[src/rtl/bayer_frame_sequencer.sv]
// -----------------------------------------------------------------------------
// bayer_frame_sequencer
//
// Purpose: walks a Bayer frame in raster order, one pixel at a time. For each
// pixel it fetches the 5x5 neighbourhood, hands it to the grey-conversion ALU
// together with the Bayer region code and writes the grey result back to
// address y*img_w + x. Pixels are not pipelined: fetch, compute, release and
// write complete before the next fetch starts.
//
// Optional feature: define BAYER_SEQ_TIMEOUT_EN to add a COMPUTE watchdog.
// After 255 cycles without ula_done the pixel is written as 8'h00, the sticky
// err_timeout output is set and the frame continues. err_timeout clears on
// reset or on an accepted start. Without the macro, COMPUTE waits forever and
// the err_timeout port does not exist.
//
// Ports:
//   clk, rst_n          clock, asynchronous active-low reset
//   start               one-cycle frame start, accepted only when idle
//   img_w, img_h        frame dimensions, sampled on accepted start
//   bayer_phase         XOR mask for the region code, sampled on start
//   win_req/win_x/win_y window fetch request centred on (win_x, win_y)
//   win_valid/win_data  window response, pixel (r,c) at bits [40r+8c +: 8]
//   ula_matriz/ula_region/ula_start   ALU operands and start (level)
//   ula_done/ula_result ALU completion and grey value
//   wr_en/wr_addr/wr_data   output pixel write
//   busy, frame_done    status; frame_done is a one-cycle pulse
//   err_timeout         sticky watchdog flag (BAYER_SEQ_TIMEOUT_EN only)
// -----------------------------------------------------------------------------
module bayer_frame_sequencer #(
  parameter int DIM_W  = 10,
  parameter int ADDR_W = 20
) (
  input  logic              clk,
  input  logic              rst_n,
  input  logic              start,
  input  logic [DIM_W-1:0]  img_w,
  input  logic [DIM_W-1:0]  img_h,
  input  logic [1:0]        bayer_phase,
  output logic              win_req,
  output logic [DIM_W-1:0]  win_x,
  output logic [DIM_W-1:0]  win_y,
  input  logic              win_valid,
  input  logic [199:0]      win_data,
  output logic [199:0]      ula_matriz,
  output logic [1:0]        ula_region,
  output logic              ula_start,
  input  logic              ula_done,
  input  logic [7:0]        ula_result,
  output logic              wr_en,
  output logic [ADDR_W-1:0] wr_addr,
  output logic [7:0]        wr_data,
  output logic              busy,
  output logic              frame_done
`ifdef BAYER_SEQ_TIMEOUT_EN
  ,
  output logic              err_timeout
`endif
);

  typedef enum logic [2:0] {
    IDLE    = 3'd0,
    FETCH   = 3'd1,
    COMPUTE = 3'd2,
    RELEASE = 3'd3,
    WRITE   = 3'd4,
    FINISH  = 3'd5
  } state_t;

  state_t             state_q, state_d;
  logic [DIM_W-1:0]   x_q, x_d;
  logic [DIM_W-1:0]   y_q, y_d;
  logic [DIM_W-1:0]   w_q, w_d;
  logic [DIM_W-1:0]   h_q, h_d;
  logic [1:0]         phase_q, phase_d;
  logic [199:0]       matriz_q, matriz_d;
  logic [1:0]         region_q, region_d;
  logic [7:0]         result_q, result_d;
  logic [2*DIM_W-1:0] addr_full;

`ifdef BAYER_SEQ_TIMEOUT_EN
  logic [7:0]         tmo_q, tmo_d;
  logic               err_q, err_d;
`endif

  // Next-state and datapath update.
  always_comb begin
    state_d  = state_q;
    x_d      = x_q;
    y_d      = y_q;
    w_d      = w_q;
    h_d      = h_q;
    phase_d  = phase_q;
    matriz_d = matriz_q;
    region_d = region_q;
    result_d = result_q;
`ifdef BAYER_SEQ_TIMEOUT_EN
    tmo_d    = 8'd0;
    err_d    = err_q;
`endif
    case (state_q)
      IDLE: begin
        if (start) begin
          w_d     = img_w;
          h_d     = img_h;
          phase_d = bayer_phase;
          x_d     = '0;
          y_d     = '0;
`ifdef BAYER_SEQ_TIMEOUT_EN
          err_d   = 1'b0;
`endif
          state_d = FETCH;
        end
      end
      FETCH: begin
        if (win_valid) begin
          matriz_d = win_data;
          // Region is fixed for the whole COMPUTE visit, so compute it once here.
          region_d = {y_q[0], x_q[0]} ^ phase_q;
          state_d  = COMPUTE;
        end
      end
      COMPUTE: begin
        if (ula_done) begin
          result_d = ula_result;
          state_d  = RELEASE;
        end
`ifdef BAYER_SEQ_TIMEOUT_EN
        // tmo_q counts completed COMPUTE cycles; 254 means this is the 255th.
        else if (tmo_q == 8'd254) begin
          result_d = 8'h00;
          err_d    = 1'b1;
          state_d  = RELEASE;
        end else begin
          tmo_d = tmo_q + 8'd1;
        end
`endif
      end
      RELEASE: begin
        // One cycle with ula_start low re-arms the ALU.
        state_d = WRITE;
      end
      WRITE: begin
        if (x_q == w_q - DIM_W'(1)) begin
          x_d = '0;
          y_d = y_q + DIM_W'(1);
          if (y_q == h_q - DIM_W'(1)) begin
            state_d = FINISH;
          end else begin
            state_d = FETCH;
          end
        end else begin
          x_d     = x_q + DIM_W'(1);
          state_d = FETCH;
        end
      end
      FINISH: begin
        state_d = IDLE;
      end
      default: begin
        state_d = IDLE;
      end
    endcase
  end

  always_ff @(posedge clk or negedge rst_n) begin
    if (!rst_n) begin
      state_q  <= IDLE;
      x_q      <= '0;
      y_q      <= '0;
      w_q      <= '0;
      h_q      <= '0;
      phase_q  <= '0;
      matriz_q <= '0;
      region_q <= '0;
      result_q <= '0;
`ifdef BAYER_SEQ_TIMEOUT_EN
      tmo_q    <= '0;
      err_q    <= 1'b0;
`endif
    end else begin
      state_q  <= state_d;
      x_q      <= x_d;
      y_q      <= y_d;
      w_q      <= w_d;
      h_q      <= h_d;
      phase_q  <= phase_d;
      matriz_q <= matriz_d;
      region_q <= region_d;
      result_q <= result_d;
`ifdef BAYER_SEQ_TIMEOUT_EN
      tmo_q    <= tmo_d;
      err_q    <= err_d;
`endif
    end
  end

  // Full-width product, truncated to the address width below.
  assign addr_full = ({{DIM_W{1'b0}}, y_q} * {{DIM_W{1'b0}}, w_q})
                   + {{DIM_W{1'b0}}, x_q};

  // Status and handshake outputs decode directly from the state register.
  assign busy       = (state_q != IDLE);
  assign win_req    = (state_q == FETCH);
  assign ula_start  = (state_q == COMPUTE);
  assign wr_en      = (state_q == WRITE);
  assign frame_done = (state_q == FINISH);
  assign win_x      = x_q;
  assign win_y      = y_q;
  assign ula_matriz = matriz_q;
  assign ula_region = region_q;
  assign wr_addr    = (state_q == WRITE) ? ADDR_W'(addr_full) : '0;
  assign wr_data    = (state_q == WRITE) ? result_q : 8'h00;

`ifdef BAYER_SEQ_TIMEOUT_EN
  assign err_timeout = err_q;
`endif

endmodule
[config.mk]
export PLATFORM = sky130hd
export DESIGN_NAME = bayer_frame_sequencer
export DESIGN_NICKNAME = d
export VERILOG_FILES = /design/src/rtl/bayer_frame_sequencer.sv
export SDC_FILE = /design/constraint.sdc
export NUM_CORES = 1
export LEC_CHECK = 0
export ABC_AREA = 1
export CAP_MARGIN = 20
export CORE_MARGIN = 5
export CORE_UTILIZATION = 40
export DETAILED_ROUTE_END_ITERATION = 12
export GPL_TIMING_DRIVEN = 1
export PLACE_DENSITY = 0.74
export SLEW_MARGIN = 5
export SYNTH_ARGS = -nofsm -noshare
export SYNTH_HDL_FRONTEND = slang
export SYNTH_SLANG_ARGS = --single-unit
export TNS_END_PERCENT = 100
[constraint.sdc]
create_clock -name clk -period 5.43 [get_ports clk]
set_clock_uncertainty 0.15 [all_clocks]
set_input_delay 1.086 -clock clk [delete_from_list [all_inputs] [get_ports clk]]
set_output_delay 1.086 -clock clk [all_outputs]
set_load 0.02 [all_outputs]
==> flow_metrics.env, run 1 <==
export IMPL_outcome="complete, but fails checks"
export IMPL_failed_checks="setup timing"
export IMPL_vias=14398
export IMPL_hpwl_um=44000
export IMPL_critical_path_arrival_ps=5160
export IMPL_reg2reg_slack_ps=2770
export IMPL_min_path_type="reg -> reg"
export IMPL_synthTopCellsByArea="dfrtp_1 43%, nand2_1 22%, fa_1 9.7%"
export IMPL_drv_cap=0
export IMPL_slew_viol_final=0
export IMPL_path_cells="buf_4, nand2_2, fa_1, inv_2, fa_1, inv_1, fa_1, inv_2, fa_1, inv_1, fa_1, inv_2, ha_4, nand2_2, nor2_2, nand3_1, o211ai_1, buf_4, buf_6, nand2_4, buf_6, a21oi_4, nor2_4, buf_6"
export IMPL_cts_tree="built"
export IMPL_grt_max_degree=201
export IMPL_r2r_start="w_q[0]"
export IMPL_dieHeight_um=202
export IMPL_hold_violations=0
export IMPL_slew_headroom=0.318
export IMPL_rows=70
export IMPL_yosysWarnings=0
export IMPL_path_clk_slew_ps=60
export IMPL_gp_congestion=0.912
export IMPL_cts_buffers=30
export IMPL_drt_iter0_drc=816
export IMPL_ys_ff_latch=255
export IMPL_whs_endpoint="ula_matriz[133]"
export IMPL_clockRootBuffer="clkbuf_16"
export IMPL_cp_slowest_cell="fa_1"
export IMPL_ctsHtreeMaxLevel=1
export IMPL_place_area_um2=21100
export IMPL_crit_top_cell="fa_1"
export IMPL_start_util=0.405
export IMPL_comb_power_share=0.503
export IMPL_path_class="reg -> out"
export IMPL_syn_inst=1905
export IMPL_antenna_found_initial=21
export IMPL_cp_start_kind="flop"
export IMPL_power_share_sequential=0.308
export IMPL_period_share=1.18
export IMPL_cts_sinks=255
export IMPL_crit_required_ps=4190
export IMPL_finish_instance_area_um2=22800
export IMPL_fin_total_pwr_mw=10.7
export IMPL_pin_count=490
export IMPL_avgSynthCellArea_um2=7.78
export IMPL_finalWorstSetupSlack_ps=-962
export IMPL_whs_path_depth=2
export IMPL_min_from="ula_matriz[133]"
export IMPL_setup_viol=16
export IMPL_netSwitchingFraction=0.420
export IMPL_fmax_mhz=156
export IMPL_routed_wl_um=57100
export IMPL_netlist_area_um2=14800
export IMPL_core_um2=36600
export IMPL_synth_top_area_frac=0.431
export IMPL_irDropWorstVdd_v=0.000446
export IMPL_port_buffers=489
export IMPL_grt_overflow_total=0
export IMPL_synth_cell_types=35
export IMPL_grt_pass1_wl_um=86500
export IMPL_syn_nets=2274
export IMPL_worst_pin_slew_ps=1020
export IMPL_drive_gt1_frac=0.141
export IMPL_path_delay_family="adder cells"
export IMPL_p_sw_mw=4.49
export IMPL_drtAntennaViolNets=0
export IMPL_clock_power_share=0.189
export IMPL_nets=2854
export IMPL_fp_dieArea_um2=41000
export IMPL_path_buf_inv=10
export IMPL_area_growth_pct=53.8
export IMPL_dp_slack_ps=-981
export IMPL_postCtsHoldBufs=0
export IMPL_endpoint_kind="output port"
export IMPL_grt_use_total=0.270
export IMPL_grt_pass1_vias=14842
export IMPL_hold_ws_ps=315
export IMPL_synth_yosys_seq_area_share=0.431
export IMPL_power_density_nw_per_um2=469
export IMPL_drc=0
export IMPL_clockBufferDepth=3
export IMPL_reg2reg_depth=14
export IMPL_p_leak_nw=11.7
export IMPL_synth_top_area_cell="dfrtp_1"
export IMPL_nFillCells=3155
export IMPL_dr_pass1_iters=5
export IMPL_r2r_end="win_y[7]"
export IMPL_rsz0062_at_grt="yes"
export IMPL_wl_per_cell_um=19.1
export IMPL_cp_slowest_stage_delay_ps=550
export IMPL_p_int_mw=6.19
export IMPL_die_x_um=202
export IMPL_detail_route_vias_per_cell=4.81
export IMPL_crit_fanout=3
export IMPL_worstSkewPairLatency_ps=550
export IMPL_min_period_ps=6390
synth_stat cells:
cell type,number
nand2_1,886
buf_2,29
a31oi_1,2
nor3_1,10
clkbuf_1,50
buf_6,2
a21o_1,2
nand2_2,1
nand4_1,7
nor2_2,6
inv_1,233
o21ai_1,2
a21boi_0,2
dfrtp_1,255
nand2_4,2
ha_1,62
xnor2_1,10
o22ai_1,2
o21ai_0,53
or2_2,1
inv_2,5
nand3_2,2
nor4_1,2
fa_1,72
xor2_1,15
a21oi_1,34
nand3b_1,5
nor2_1,90
o31ai_1,1
nor2_4,2
nand4_4,1
o211ai_1,1
buf_1,2
nand3_1,55
a211oi_1,1
worst max-delay path by stage:
stage	cells after the start	from	endpoint	slack, ps
global placement	19	w_q[3]	wr_addr[16]	-930
CTS	24	win_y[5]	wr_addr[16]	-1000
global route	24	w_q[1]	wr_addr[16]	-1170
floorplan	20	win_y[3]	wr_addr[16]	-390
detailed placement	19	w_q[3]	wr_addr[16]	-980
finish	24	w_q[1]	wr_addr[16]	-960
worst reg2reg max path, stage by stage, from the launching register on:
cell,delay [ps]
dfrtp_1,440
buf_4,160
inv_1,190
ha_1,300
nand2_1,70
nand2_1,60
nor2_1,130
nand2_1,80
nor2_1,90
nand3_1,140
nor2_4,140
nand4_4,230
nand2_4,220
nand2_1,80
nand2_1,110
repair_timing:
item,in CTS,in global routing
pin swaps,39,38
gates resized for setup,140,78
buffers inserted,15,11
setup endpoints to repair,17,17
cell families (layout without fill, tap and decap cells):
family,after synthesis,in the layout,share of synthesized area
simple gates,1070,1070,0.285
xor+xnor,25,25,0.0148
flops,255,255,0.431
compound gates,100,100,0.0353
buf+inv,321,921,0.0848
fa+ha+maj,134,134,0.150
other cells,0,21,0
registers in the layout, indices dropped and copies added, names as in the netlist:
| name | flops |
|---|---|
| h_q | 10 |
| phase_q | 2 |
| result_q | 8 |
| state_q | 3 |
| ula_matriz | 200 |
| ula_region | 2 |
| w_q | 10 |
| win_x | 10 |
| win_y | 10 |
through the flow:
| stage | cells | utilization | TNS [ps] |
|---|---|---|---|
| 2_1_floorplan | 1905 | - | -2700 |
| 4_1_cts | 2962 | 0.612 | -11170 |
| 3_3_place_gp | 2895 | 0.577 | -9950 |
| 5_1_grt | 2992 | 0.622 | -14440 |
| 3_5_place_dp | 2895 | 0.577 | -10850 |
| 6_report | 2994 | 0.622 | -11220 |
cell type report:
| type | instances | area (um2) | area share |
|---|---|---|---|
| Timing Repair Buffer | 631 | 6110 | 0.268 |
| Inverter | 238 | 898 | 0.0394 |
| Tap cell | 468 | 586 | 0.0257 |
| Antenna cell | 21 | 52.6 | 0.00231 |
| Multi-Input combinational cell | 1329 | 7750 | 0.340 |
| Sequential cell | 255 | 6400 | 0.281 |
| Clock buffer | 44 | 885 | 0.0388 |
| Clock inverter | 8 | 104 | 0.00456 |
per-layer routing:
metal / global-route usage / part of all wire
met5: 0 / 0.00023
met4: 0.0975 / 0.038
met2: 0.444 / 0.48
met1: 0.322 / 0.38
met3: 0.110 / 0.11
cells in the final DEF (no fill, tap or decap), types with 10 or more instances in the layout:
cell type,instances
buf_4,120
ha_1,48
nand2_2,29
nand3_1,51
buf_6,33
o21ai_0,42
a21oi_1,17
a21oi_2,10
fa_1,70
nand2_1,855
ha_4,12
clkbuf_16,31
dfrtp_1,236
clkdlybuf4s50_1,471
xnor2_1,10
inv_2,19
inv_1,218
dfrtp_2,19
nor2_2,12
xor2_1,15
diode_2,21
nor2_1,79
power by group through the flow:
stage               sequential (mW)  clock, mW  combinational, mW
floorplan                      4.05          0               1.81
global placement               3.25          0               5.19
detailed placement             3.28          0               5.24
CTS                            3.28       2.07               5.34
global route                   3.40       2.16               5.84
finish                         3.29       2.02               5.37
Power figures use the tool's default switching activity.
==> run 2: changes to the inputs <==
--- a/config.mk
+++ b/config.mk
@@ -7,10 +7,11 @@
 export LEC_CHECK = 0
 export ABC_AREA = 1
 export CAP_MARGIN = 20
+export CORE_ASPECT_RATIO = 0.7
 export CORE_MARGIN = 5
 export CORE_UTILIZATION = 40
+export CTS_CLUSTER_SIZE = 30
 export DETAILED_ROUTE_END_ITERATION = 12
-export GPL_TIMING_DRIVEN = 1
 export PLACE_DENSITY = 0.74
 export SLEW_MARGIN = 5
 export SYNTH_ARGS = -nofsm -noshare
==> flow_metrics.env, run 2 (synthesis gave the netlist of run 1 again) <==
export IMPL_core_um2=36800
export IMPL_crit_fanout=6
export IMPL_hold_violations=0
export IMPL_gp_congestion=0.913
export IMPL_grt_overflow_total=0
export IMPL_rows=59
export IMPL_largest_reg_flops=200
export IMPL_cts_sinks=255
export IMPL_drtAntennaViolNets=0
export IMPL_clockBufferDepth=3
export IMPL_fmax_mhz=157
export IMPL_setup_viol=16
export IMPL_path_class="reg -> out"
export IMPL_path_clk_slew_ps=70
export IMPL_clockRootBuffer="clkbuf_16"
export IMPL_finish_instance_area_um2=22500
export IMPL_grt_max_degree=201
export IMPL_path_delay_family="adder cells"
export IMPL_hpwl_um=42600
export IMPL_nets=2835
export IMPL_slew_viol_final=0
export IMPL_worstSkewPairLatency_ps=560
export IMPL_port_buffers=489
export IMPL_final_common_cell="nand2_1"
export IMPL_power_density_nw_per_um2=466
export IMPL_ctsHtreeMaxLevel=1
export IMPL_final_cell_mix="859 x nand2_1, 471 x clkdlybuf4s50_1, 238 x dfrtp_1"
export IMPL_drive_gt1_frac=0.136
export IMPL_pin_count=490
export IMPL_p_leak_nw=11.5
export IMPL_area_growth_pct=52.0
export IMPL_irDropWorstVdd_v=0.000377
export IMPL_cp_slowest_cell="fa_1"
export IMPL_crit_top_cell="fa_1"
export IMPL_slew_headroom=0.387
export IMPL_dp_slack_ps=-1100
export IMPL_finalWorstSetupSlack_ps=-936
export IMPL_grt_pass1_wl_um=83900
export IMPL_detail_route_vias_per_cell=4.74
export IMPL_finalSetupTns_ps=-11380
export IMPL_crit_path_start="w_q[5]"
export IMPL_fp_dieArea_um2=41000
export IMPL_grt_pass1_vias=14675
export IMPL_drt_iter0_drc=849
export IMPL_wl_per_cell_um=18.4
export IMPL_endpoint_kind="output port"
export IMPL_failed_checks="setup timing"
export IMPL_dieHeight_um=171
export IMPL_cp_start_kind="flop"
export IMPL_path_buf_inv=6
export IMPL_drv_cap=0
export IMPL_die_x_um=240
export IMPL_cts_buffers=27
export IMPL_dr_pass1_iters=5
export IMPL_routed_wl_um=54900
export IMPL_start_util=0.402
export IMPL_postLayoutCoreUtil=0.611
export IMPL_postCtsHoldBufs=0
export IMPL_cts_tree="built"
export IMPL_min_period_ps=6370
export IMPL_path_cells="nand2_1, fa_1, fa_1, inv_2, fa_1, fa_1, inv_1, fa_1, inv_2, ha_4, nand2_2, nand2_2, a31oi_2, o211ai_1, buf_4, buf_6, a21oi_2, nor2_2, nor2_4, buf_6"
export IMPL_place_area_um2=21000
export IMPL_vias=14148
export IMPL_worst_pin_slew_ps=918
export IMPL_cp_slowest_stage_delay_ps=560
export IMPL_critical_path_arrival_ps=5130
export IMPL_grt_use_total=0.263
export IMPL_rsz0062_at_grt="yes"
export IMPL_crit_required_ps=4190
export IMPL_r2r_start="w_q[0]"
export IMPL_min_from="ula_matriz[163]"
export IMPL_antenna_found_initial=16
export IMPL_outcome="complete, but fails checks"
export IMPL_period_share=1.17
export IMPL_min_path_type="reg -> reg"
export IMPL_fin_total_pwr_mw=10.5
export IMPL_drc=0
## run 2: metrics by stage
step,hold WS [ps],cells
after global placement,303,2892
final,320,2987
after global routing,340,2987
after CTS,323,2967
after detailed placement,307,2892
after floorplan,312,1905
## run 2: power by group
group	leakage, nW	switching [mW]	internal, mW	total (mW)
combinational	7.90	3.10	2.21	5.32
sequential	3.18	0.556	2.73	3.29
clock	0.453	0.792	1.11	1.90
total	11.5	4.45	6.05	10.5
## run 2: repair_timing
action,CTS,global route
gates cloned,0,0
gates resized for setup,172,41
setup buffers,27,6
setup endpoints to repair,17,17
pin swaps,58,23
## run 2: area by class of cell
| type | instances | area, um2 |
|---|---|---|
| Multi-Input combinational cell | 1329 | 7700 |
| Sequential cell | 255 | 6400 |
| Tap cell | 488 | 611 |
| Fill cell | 3172 | 14300 |
| Clock buffer | 38 | 787 |
| Antenna cell | 14 | 35.0 |
| Timing Repair Buffer | 615 | 5980 |
| Clock inverter | 10 | 115 |
| Inverter | 238 | 901 |
## run 2: worst register-to-register path: stages (launching register included)
cell     delay [ps]
dfrtp_1         500
buf_4           210
inv_1           140
ha_1            340
nand2_1          70
nand2_1          50
nor2_1          140
nand2_1          60
nor2_1           80
nand3_1         120
nor2_4          130
nand4_4         240
nand2_4         230
nand2_1          70
nand2_1          80
## run 2: metal layers
| metal | global-route usage | wire length (um) | up-vias | share of wire |
|---|---|---|---|---|
| met5 | 0 | 34 | - | 0.00062 |
| met4 | 0.0875 | 1690 | 4 | 0.031 |
| met3 | 0.0947 | 4790 | 103 | 0.087 |
| met2 | 0.430 | 26600 | 412 | 0.48 |
| met1 | 0.326 | 21800 | 6783 | 0.40 |
| li1 | - | - | 6846 | - |
## run 2: path summary, 6_finish.rpt
check / end / cells past startpoint / slack [ps]
setup / recovery: wr_addr[18] / 20 / -940
hold / removal: ula_matriz[163] / 2 / 320
setup reg to reg: win_y[7] / 14 / 2740
hold reg to reg: ula_matriz[163] / 2 / 320
max in group asynchronous: ula_matriz[127] / 2 / 3600
min in group asynchronous: ula_matriz[192] / 1 / 370
==> run 3: changes to the inputs <==
--- a/config.mk
+++ b/config.mk
@@ -12,9 +12,8 @@
 export CORE_UTILIZATION = 40
 export CTS_CLUSTER_SIZE = 30
 export DETAILED_ROUTE_END_ITERATION = 12
-export PLACE_DENSITY = 0.74
+export DONT_BUFFER_PORTS = 1
 export SLEW_MARGIN = 5
 export SYNTH_ARGS = -nofsm -noshare
 export SYNTH_HDL_FRONTEND = slang
 export SYNTH_SLANG_ARGS = --single-unit
-export TNS_END_PERCENT = 100
==> flow_metrics.env, run 3 (synthesis gave the netlist of run 1 again) <==
export IMPL_rsz0062_at_grt="yes"
export IMPL_wl_per_cell_um=19.8
export IMPL_instances_no_fill=2493
export IMPL_hold_violations=0
export IMPL_vias=12368
export IMPL_core_um2=36800
export IMPL_cp_start_kind="flop"
export IMPL_cts_tree="built"
export IMPL_outcome="complete, but fails checks"
export IMPL_fp_dieArea_um2=41000
export IMPL_drc=0
export IMPL_drt_iter0_drc=917
export IMPL_largest_reg_flops=200
export IMPL_port_buffers=0
export IMPL_cts_sinks=255
export IMPL_clock_power_share=0.213
export IMPL_dr_pass1_iters=5
export IMPL_finalWorstSetupSlack_ps=-951
export IMPL_dieHeight_um=171
export IMPL_postLayoutCoreUtil=0.476
export IMPL_detail_route_vias_per_cell=4.96
export IMPL_hpwl_um=37800
export IMPL_power_density_nw_per_um2=499
export IMPL_fmax_mhz=157
export IMPL_p_leak_nw=9.61
export IMPL_nets=2347
export IMPL_crit_required_ps=4190
export IMPL_power_share_sequential=0.505
export IMPL_pin_count=490
export IMPL_endpoint_kind="output port"
export IMPL_worst_pin_slew_ps=1010
export IMPL_comb_power_share=0.282
export IMPL_failed_checks="setup timing"
export IMPL_postCtsHoldBufs=0
export IMPL_slew_viol_final=0
export IMPL_drive_gt1_frac=0.151
export IMPL_grt_overflow_total=0
export IMPL_placedCellCount=2409
export IMPL_drv_cap=0
export IMPL_antenna_found_initial=11
export IMPL_grt_pass1_vias=12500
export IMPL_worstSkewPairLatency_ps=560
export IMPL_crit_fanout=6
export IMPL_drtAntennaViolNets=0
export IMPL_slew_headroom=0.323
export IMPL_path_class="reg -> out"
export IMPL_routed_wl_um=49300
export IMPL_period_share=1.18
export IMPL_min_period_ps=6380
export IMPL_finalSetupTns_ps=-11960
export IMPL_final_common_cell="nand2_1"
export IMPL_start_util=0.402
export IMPL_area_growth_pct=18.3
export IMPL_final_cell_mix="865 x nand2_1, 238 x dfrtp_1, 216 x inv_1"
export IMPL_die_x_um=240
export IMPL_grt_pass1_wl_um=74900
export IMPL_irDropWorstVdd_v=0.000350
export IMPL_clockBufferDepth=3
export IMPL_ctsHtreeMaxLevel=1
export IMPL_setup_viol=16
export IMPL_p_sw_mw=4.11
export IMPL_cts_buffers=27
export IMPL_path_clk_slew_ps=60
export IMPL_gp_congestion=0.919
export IMPL_clockRootBuffer="clkbuf_16"
export IMPL_min_path_type="in -> async"
export IMPL_critical_path_arrival_ps=5150
export IMPL_p_int_mw=4.64
export IMPL_grt_use_total=0.235
export IMPL_rows=59
export IMPL_netSwitchingFraction=0.470
export IMPL_grt_max_degree=256
export IMPL_dp_slack_ps=-491
export IMPL_fin_total_pwr_mw=8.75
==> run 3: cell types whose count changed in the layout (fill, tap and decap cells not counted), sizes merged <==
| cell | delta |
|---|---|
| clkinvlp | +2 |
| clkinv | -3 |
| buf | -16 |
| diode | -4 |
| clkdlybuf4s50 | -471 |
| bufinv | -1 |
| clkbuf | -1 |
==> run 3: cell type report <==
class / count / area, um2
Fill cell: 3565 / 19300
Clock buffer: 38 / 787
Antenna cell: 10 / 25.0
Multi-Input combinational cell: 1329 / 7680
Clock inverter: 8 / 88.8
Sequential cell: 255 / 6400
Tap cell: 488 / 611
Inverter: 238 / 901
Timing Repair Buffer: 127 / 1040
==> run 3: what timing repair did <==
item | CTS | global route
endpoints found under the hold margin | 0 | 0
pin swaps | 42 | 21
resized for setup | 67 | 25
setup endpoints to repair | 16 | 16
buffers inserted | 24 | 4
==> run 3: worst paths after layout <==
kind                       slack [ps]             end  cells past startpoint        start
setup / recovery                 -950     wr_addr[15]                     23     win_y[3]
hold reg to reg                   360     result_q[5]                      2  result_q[5]
min in group clk                  360     result_q[5]                      2  result_q[5]
hold / removal                     70  ula_matriz[56]                      0        rst_n
max in group asynchronous        4360          w_q[6]                      0        rst_n
setup reg to reg                 2580        win_y[9]                      9   state_q[0]
==> run 3: per-stage QoR <==
| step | area [um2] | hold slack [ps] |
|---|---|---|
| after floorplan | 15200 | 312 |
| after global placement | 16100 | 330 |
| after detailed placement | 16100 | 355 |
| after CTS | 17400 | 36.4 |
| after global routing | 17500 | 32.4 |
| final | 17500 | 66.3 |
==> run 3: worst max-delay path: stages, from the launching register on <==
cell	delay, ps
dfrtp_2	490
buf_6	150
buf_4	140
nand2_1	70
fa_1	170
inv_1	70
fa_1	540
inv_2	40
fa_1	520
inv_2	40
fa_1	520
inv_2	40
fa_1	520
inv_2	50
ha_4	280
buf_6	110
inv_4	40
o21ai_4	140
a21boi_2	80
nor2_1	100
nor2_1	50
nand2_1	110
o21ai_2	60
a21oi_2	250
==> run 3: power by group through the flow <==
stage / sequential, mW / combinational (mW) / clock, mW
3_5_place_dp: 4.43 / 2.41 / 0
3_3_place_gp: 4.44 / 2.30 / 0
5_1_grt: 4.52 / 2.84 / 1.99
4_1_cts: 4.43 / 2.47 / 1.91
6_report: 4.42 / 2.47 / 1.86
2_1_floorplan: 4.05 / 1.81 / 0
==> run 3: routing by layer <==
metal	up-vias	share of wire	global-route usage
li1	5863	-	-
met1	6008	0.40	0.297
met2	419	0.47	0.375
met3	76	0.10	0.0918
met4	2	0.028	0.0767
met5	-	0.00018	0
